File: src/rtl/sub_bytes_iter.sv
// Iterative AES SubBytes over a 128-bit state using LANES S-box lanes per beat.
// States: IDLE accepts a block | RUN substitutes LANES bytes per beat | DONE holds the result until taken.
module sub_bytes_iter #(
  parameter int LANES = 4
) (
  input  logic             clk,
  input  logic             rst_n,
  input  logic             in_valid,
  output logic             in_ready,
  input  logic [3:0][31:0] state_i,
  input  logic             enc_dec,
  output logic             out_valid,
  input  logic             out_ready,
  output logic [3:0][31:0] state_o,
  output logic             busy
);

  localparam int NBEATS = 16 / LANES;
  localparam int CW = (NBEATS > 1) ? $clog2(NBEATS) : 1;
  localparam logic [CW-1:0] LAST_BEAT = CW'(NBEATS - 1);

  typedef enum logic [1:0] {S_IDLE, S_RUN, S_DONE} state_t;

  state_t          state_q, state_d;
  logic [CW-1:0]   beat_q, beat_d;
  logic [127:0]    data_q, data_d;
  logic [127:0]    res_q, res_d;
  logic            mode_q, mode_d;
  logic            rdy_q;
  logic [LANES*8-1:0] lane_in, lane_out;

  function automatic logic [7:0] xtime(input logic [7:0] a);
    return {a[6:0], 1'b0} ^ (a[7] ? 8'h1b : 8'h00);
  endfunction

  function automatic logic [7:0] gmul(input logic [7:0] a, input logic [7:0] b);
    logic [7:0] p;
    logic [7:0] aa;
    p  = 8'h00;
    aa = a;
    for (int i = 0; i < 8; i++) begin
      if (b[i]) p = p ^ aa;
      aa = xtime(aa);
    end
    return p;
  endfunction

  // x^254 is the multiplicative inverse in GF(2^8), and maps 0 to 0 as the S-box requires
  function automatic logic [7:0] gf_inv(input logic [7:0] x);
    logic [7:0] sq;
    logic [7:0] r;
    sq = x;
    r  = 8'h01;
    for (int i = 1; i < 8; i++) begin
      sq = gmul(sq, sq);
      r  = gmul(r, sq);
    end
    return r;
  endfunction

  function automatic logic [7:0] affine(input logic [7:0] a);
    return a ^ {a[6:0], a[7]} ^ {a[5:0], a[7:6]} ^ {a[4:0], a[7:5]} ^ {a[3:0], a[7:4]} ^ 8'h63;
  endfunction

  function automatic logic [7:0] inv_affine(input logic [7:0] a);
    return {a[6:0], a[7]} ^ {a[4:0], a[7:5]} ^ {a[1:0], a[7:2]} ^ 8'h05;
  endfunction

  // Both directions share one field inversion per lane
  function automatic logic [7:0] sbox_lane(input logic [7:0] x, input logic enc);
    logic [7:0] t;
    logic [7:0] g;
    t = enc ? x : inv_affine(x);
    g = gf_inv(t);
    return enc ? affine(g) : g;
  endfunction

  always_comb begin
    lane_in  = '0;
    lane_out = '0;
    for (int j = 0; j < LANES; j++) begin
      lane_in[8*j +: 8]  = data_q[8*(int'(beat_q)*LANES + j) +: 8];
      lane_out[8*j +: 8] = sbox_lane(lane_in[8*j +: 8], mode_q);
    end
  end

  always_comb begin
    state_d = state_q;
    beat_d  = beat_q;
    data_d  = data_q;
    mode_d  = mode_q;
    res_d   = res_q;
    case (state_q)
      S_IDLE: begin
        if (in_valid && rdy_q) begin
          data_d  = state_i;
          mode_d  = enc_dec;
          beat_d  = '0;
          state_d = S_RUN;
        end
      end
      S_RUN: begin
        for (int j = 0; j < LANES; j++)
          res_d[8*(int'(beat_q)*LANES + j) +: 8] = lane_out[8*j +: 8];
        if (beat_q == LAST_BEAT) state_d = S_DONE;
        else beat_d = beat_q + CW'(1);
      end
      S_DONE: begin
        if (out_ready) state_d = S_IDLE;
      end
      default: state_d = S_IDLE;
    endcase
  end

  always_ff @(posedge clk or negedge rst_n) begin
    if (!rst_n) begin
      state_q <= S_IDLE;
      beat_q  <= '0;
      data_q  <= '0;
      mode_q  <= 1'b0;
      res_q   <= '0;
      rdy_q   <= 1'b0;
    end else begin
      state_q <= state_d;
      beat_q  <= beat_d;
      data_q  <= data_d;
      mode_q  <= mode_d;
      res_q   <= res_d;
      rdy_q   <= 1'b1;
    end
  end

  // rdy_q keeps in_ready low until the first edge after reset release
  assign in_ready  = rdy_q && (state_q == S_IDLE);
  assign out_valid = (state_q == S_DONE);
  assign busy      = (state_q != S_IDLE);
  assign state_o   = res_q;

endmodule

File: config.mk
export PLATFORM = sky130hd
export DESIGN_NAME = sub_bytes_iter
export DESIGN_NICKNAME = d
export VERILOG_FILES = /design/src/rtl/sub_bytes_iter.sv
export SDC_FILE = /design/constraint.sdc
export NUM_CORES = 2
export LEC_CHECK = 0
export BUFFER_PORTS_ARGS = -buffer_cell sky130_fd_sc_hd__buf_2
export CAP_MARGIN = 20
export CORE_ASPECT_RATIO = 0.8
export CORE_UTILIZATION = 35
export CTS_BUF_LIST = sky130_fd_sc_hd__clkbuf_4 sky130_fd_sc_hd__clkbuf_8
export CTS_CLUSTER_DIAMETER = 100
export DETAILED_ROUTE_END_ITERATION = 10
export PLACE_DENSITY_LB_ADDON = 0.05
export RECOVER_POWER = 25
export SETUP_SLACK_MARGIN = 0.5
export SYNTH_ARGS = -nofsm -noshare
export SYNTH_HDL_FRONTEND = slang
export SYNTH_SLANG_ARGS = --single-unit
File: constraint.sdc
create_clock -name clk -period 38.2 [get_ports clk]
set_input_delay 3.82 -clock clk [delete_from_list [all_inputs] [get_ports clk]]
set_output_delay 3.82 -clock clk [all_outputs]
set_load 0.03 [all_outputs]
== Word level (Yosys, flattened, before mapping) ==
Index checks and enable logic that the tools add are counted.

* Bits in registers: 262
* Output and inout bits: 131
* Word-level logic and storage cells: 1660

* $add $sub $neg: 8
* Equality and inequality tests: 7
* Shift-type cells: 12
* Mux-type cells: 831
* Bitwise operators: 788
* Reduce and logical (&&, ||, !) cells: 8

{| class="wikitable"
|+ Operators with widths
! cell !! count
|-
| $mux 8 || 428
|-
| $xor 8x8->8 || 388
|-
| $xor 8x5->8 || 364
|-
| $mux 5 || 368
|-
| $bwmux 128 || 4
|-
| $shift 8x33->128 const A || 4
|-
| $shiftx 8x33->128 || 4
|-
| $shiftx 128x32->8 || 3
|-
| $shiftx 128x8->8 || 1
|-
| $neg 8->33 || 3
|-
| $neg 7->33 || 1
|-
| $mux 7 || 4
|-
| $not 1->1 const A || 28
|-
| $mux 6 || 4
|-
| $mux 2 || 9
|-
| $mux 4 || 4
|-
| $not 4->4 || 4
|-
| $mux 3 || 4
|-
| $add 4x2->5 const B || 2
|-
| $not 2->2 || 4
|-
| $ne 2x2->1 const B || 3
|-
| $pmux 2 s3 || 1
|-
| $reduce_and 3->1 || 2
|-
| $add 4x1->5 const B || 1
|-
| other kinds (10) || 16
|}

== Longest topological paths before layout ==
* Depth in word-level cells: 143
* Mapped depth: 75
* Mapped depth without buffers: 60

== Least setup slack after synthesis ==
No wires, ideal clock.

* Kind: register to register
* From: reg beat_q[0]
* To: reg res_q[0], in the netlist state_o[0]
* Library setup time: 131 ps
* Data arrival time: 16371 ps
* Required time: 38069 ps
* Setup slack: 21698 ps
* Cell stages (with the launch flop): 76
* Path buffers: 15
* Period minus slack after synthesis: 16502 ps
* Path through: dfrtp_1 > buf_6 > buf_8 > mux4_2 > buf_2 > xor3_1 > mux2i_4 > inv_2 > clkbuf_1 > ha_1 > xnor2_1 > nand2_1 > xnor2_1 > inv_1 > clkbuf_1 > clkbuf_1 > ha_1 > clkbuf_1 > [... 40 more ...] > clkbuf_1 > and2_1 > buf_2 > buf_6 > a31oi_1 > o221ai_1 > a221oi_2 > nor3_1 > o32a_1 > or3_1 > buf_2 > and3_1 > o31ai_4 > xor3_1 > xnor2_1 > nand2_1 > xnor2_1 > o21ai_1

* Word-level cells in the longest chain between the ends: 140
* Elaborated cells between the ends (all ways): 1603
* Classes of those cells: 7 x add/sub; 12 x shift; 824 x mux; 760 x bitwise

{| class="wikitable"
|+ Ends and longest elaborated chain
! what !! RTL line !! source
|-
| from (decl) || 25 || <nowiki>logic [CW-1:0] beat_q, beat_d;</nowiki>
|-
| from (signal assigned) || 125 || <nowiki>beat_q <= beat_d;</nowiki>
|-
| $add 4x1->5 / $shiftx 128x8->8 (equally long branches) || 82, 104 ||
|-
| $shiftx 128x32->8 / $xor 8x8->8 (equally long branches) || 82, 66 ||
|-
| $xor 8x8->8 || 66 || <nowiki>return {a[6:0], a[7]} ^ {a[4:0], a[7:5]} ^ {a[1:0], a[7:2]} ^ 8'h05;</nowiki>
|-
| $xor 8x8->8 / $not 2->2 (equally long branches) || n/a ||
|-
| $not 2->2 (no source line) / $mux 8 (equally long branches) || n/a ||
|-
| $mux 8, on equally long branches || 73, 42 ||
|-
| $mux 8 / $xor 8x8->8 (equally long branches) || 42 || <nowiki>if (b[i]) p = p ^ aa;</nowiki>
|-
| $xor 8x8->8 / $mux 8 (equally long branches) || 42 ||
|-
| [... 121 more ...] || n/a ||
|-
| $mux 8 / $xor 8x8->8 (equally long branches) || 42, 62 ||
|-
| $xor 8x8->8 (3 in series) || 62 || <nowiki>return a ^ {a[6:0], a[7]} ^ {a[5:0], a[7:6]} ^ {a[4:0], a[7:5]} ^ {a[3:0], a[7:4]} ^ 8'h63;</nowiki>
|-
| $xor 8x8->8 / $not 4->4 (equally long branches) || n/a ||
|-
| $not 4->4 (no source line) / $mux 8 (equally long branches) || n/a ||
|-
| $mux 8 / $shiftx 8x33->128 (equally long branches) || 75, 104 ||
|-
| $shiftx 8x33->128 / $bwmux 128 (equally long branches) || 104 || <nowiki>res_d[8*(int'(beat_q)*LANES + j) +: 8] = lane_out[8*j +: 8];</nowiki>
|-
| $bwmux 128 (2 in series) || 104 ||
|-
| $bwmux 128 * || 104 ||
|-
| to (signal assigned) || 128 || <nowiki>res_q <= res_d;</nowiki>
|-
| to (decl) || 27 || <nowiki>logic [127:0] res_q, res_d;</nowiki>
|}

Every way passes the cells marked *; elsewhere a longest branch is shown, timed or not.
A chain may end at the register's enable or synchronous reset.

== Worst setup path after layout ==
* From: reg beat_q[0]
* To: reg res_q[88], in the netlist state_o[88]

Same word-level chain as after synthesis.

==> flow_summary.toml <==
[final_layout]
nNetsFinal = 8641
instances_no_fill = 11000
area_growth_pct = 8.46
final_layout_size_suffix_gt1_share_pct = 12.7
num-fill-cells = 19200

[sta]
setup_viol = 0
finalHoldViolCount = 0
rsz0062_at_grt = "no"
tightestPinTransition_ps = 4040
fmax_mhz = 48.5
finalSetupTns_ps = 0
slew_headroom_pct = -169
min_period_ps = 20620
timing.final.crit_share_pct = 54.0
slew_violations = 291
fin_skew_ps = 32.4

[logic_synthesis]
synth_flop_cell = "dfrtp_1"
synth.area.top_cells = "xnor2_1 23%, dfrtp_1 10%, xnor3_1 8.4%, nand2_1 6.9%, nor2_1 6.8%"
yosysSeqAreaShare_pct = 9.99
synthCells = 8427
yosysMostFrequentCell = "xnor2_1"
synth_edf_count = 0
synth.avg_cell_area_sq_um = 7.79
synthesis.yosys.warnings = 0
ys_seq_elements = 262
syn-cell-area_sq_um = 65600
async_reset_ff_share_pct = 100
synthTopCellsByCount = "1686 x xnor2_1, 1200 x nand2_1, 1194 x nor2_1, 395 x xor2_1, 375 x a21oi_1"
syn_nets = 8587
yosysTopAreaCellShare_pct = 22.5
synth_cell_types = 132
yosys.area.top_type = "xnor2_1"

[worst_hold_path]
min_path_type = "reg -> reg"

[grt]
track_usage_pct = 22.3
grt-ovfl-total = 0
grt_pass1_vias = 56200
grt_pass1_wl_um = 342000
grt_max_degree = 87
antenna_found_initial = 2

[drt]
first_pass_iters = 8
drtIter0Drc = 4304
antenna_left = 0
wl_per_cell_um = 19.7
drcViolationCount = 0
vias = 58800
via_per_inst = 5.34
postRouteWirelength_um = 216000

[floorplanning]
core_sq_um = 185000
die_x_um = 486
die_y_um = 389
ios = 264
die_area_sq_um = 189000
initial_core_util_pct = 35.4
row_count = 141

[run_status]
status = "finished, violations left"
failed_checks = "capacitance limit, slew limit"

[cts]
cts_sinks = 262
cts_hold_buf = 0
tritoncts = "yes"
insertion_delay_ps = 640
cts.clk_slew.worst_paths_ps = 60
ctsResizeCount = 0
clock_path_buffers = 3
postCtsSetupBuffers = 0
clock-root-buffer = "clkbuf_8"
h-tree-depth = 2
numCtsBuffers = 46

[placed_design]
io_buffers = 263
gp_congestion = 0.863
dp_cells = 10900
dpl.hpwl_um = 161000

[setup_path]
worst_setup_path_end_kind = "flop"
critPathMostFrequentCell = "xnor2_1"
slowest_delay_ps = 930
cp.required_ps = 38650
cp_max_fo = 35
critPathArrivalTime_ps = 21070
worstSetupPathType = "reg -> reg"
critPathLaunchType = "flop"
slowest_stage = "xnor2_1"

[run]
maxCapViolations = 5
==> critical path: cells and delay by family, from the launching register on <==
| family | cells | cell delay, ps |
|---|---|---|
| AOI/OAI and AO/OA | 3 | 580 |
| buffers and inverters | 4 | 1580 |
| adders and majority gates | 2 | 840 |
| DFF | 1 | 550 |
| xor gates and xnor gates | 39 | 14750 |
| and+or+nand+nor | 7 | 1080 |
| muxes | 2 | 990 |
==> cell usage in the layout, fill, tap and decap left out, types with 57 or more instances in the layout <==
cell / synthesis / routed
a21oi_1: 375 / 375
a31oi_1: 74 / 74
buf_2: 109 / 260
buf_4: 28 / 267
dfrtp_1: 262 / 259
inv_1: 61 / 60
mux2i_1: 167 / 167
nand2_1: 1200 / 1200
nand3_1: 162 / 162
nor2_1: 1194 / 1194
nor2b_1: 57 / 57
nor3_1: 152 / 152
o211ai_1: 65 / 65
o21ai_0: 289 / 288
o21ai_1: 136 / 137
o22ai_1: 90 / 90
xnor2_1: 1686 / 1642
xnor2_2: 111 / 153
xnor3_1: 246 / 246
xor2_1: 395 / 384
==> cell families (layout without fill, tap and decap cells) <==
family	count (synthesis)	count (layout)	synth area share [%]
xor gates and xnor gates	2613	2613	45.1
other	1	3	0.00572
muxes	254	254	4.85
adders and majority gates	33	33	0.606
and+or+nand+nor	3092	3092	20.0
buffers and inverters	619	698	4.05
DFF	262	262	9.99
AOI/OAI and AO/OA	1553	1553	15.4
==> registers in the layout, indices dropped and copies added, names as in the netlist <==
| signal | count |
|---|---|
| beat_q | 2 |
| data_q | 128 |
| mode_q | 1 |
| rdy_q | 1 |
| state_o | 128 |
| state_q | 2 |
==> path summary, 6_finish.rpt <==
path | start | endpoint | slack [ps] | depth (start not counted)
setup / recovery | beat_q[0] | state_o[88] | 17580 | 57
hold / removal | data_q[109] | data_q[109] | 470 | 2
setup reg to reg | beat_q[0] | state_o[88] | 17580 | 57
hold reg to reg | data_q[109] | data_q[109] | 470 | 2
max in group asynchronous | rst_n | mode_q | 27740 | 2
min in group asynchronous | rst_n | data_q[73] | 4620 | 1
==> through the flow <==
stage	area [sq um]	hold WS [ps]	util, %	setup WS, ps
floorplan	65600	440	-	21700
global placement	70200	457	37.8	17200
detailed placement	70200	458	37.9	17240
CTS	71100	472	38.4	17170
global route	71200	490	38.4	15730
finish	71200	469	38.4	17580
==> layout make-up <==
class	count	area (sq um)	area share, %
Antenna cell	2	5.00	0.00703
Clock buffer	65	832	1.17
Clock inverter	8	98.8	0.139
Inverter	89	335	0.471
Multi-Input combinational cell	7546	56800	79.9
Sequential cell	262	6570	9.23
Tap cell	2502	3130	4.40
Timing Repair Buffer	536	3360	4.72
==> routing by layer <==
layer / wire (um) / vias up / global-route usage (%) / part of all wire, %
li1: - / 28700 / - / -
met1: 109000 / 28600 / 33.9 / 50
met2: 96300 / 1387 / 35.0 / 44
met3: 8880 / 123 / 1.22 / 4.1
met4: 2540 / 2 / 3.32 / 1.2
met5: 14 / - / 0 / 0.0065
Power is not shown: default switching activity piles up to over one toggle a cycle in this logic, so the estimate is an artifact.
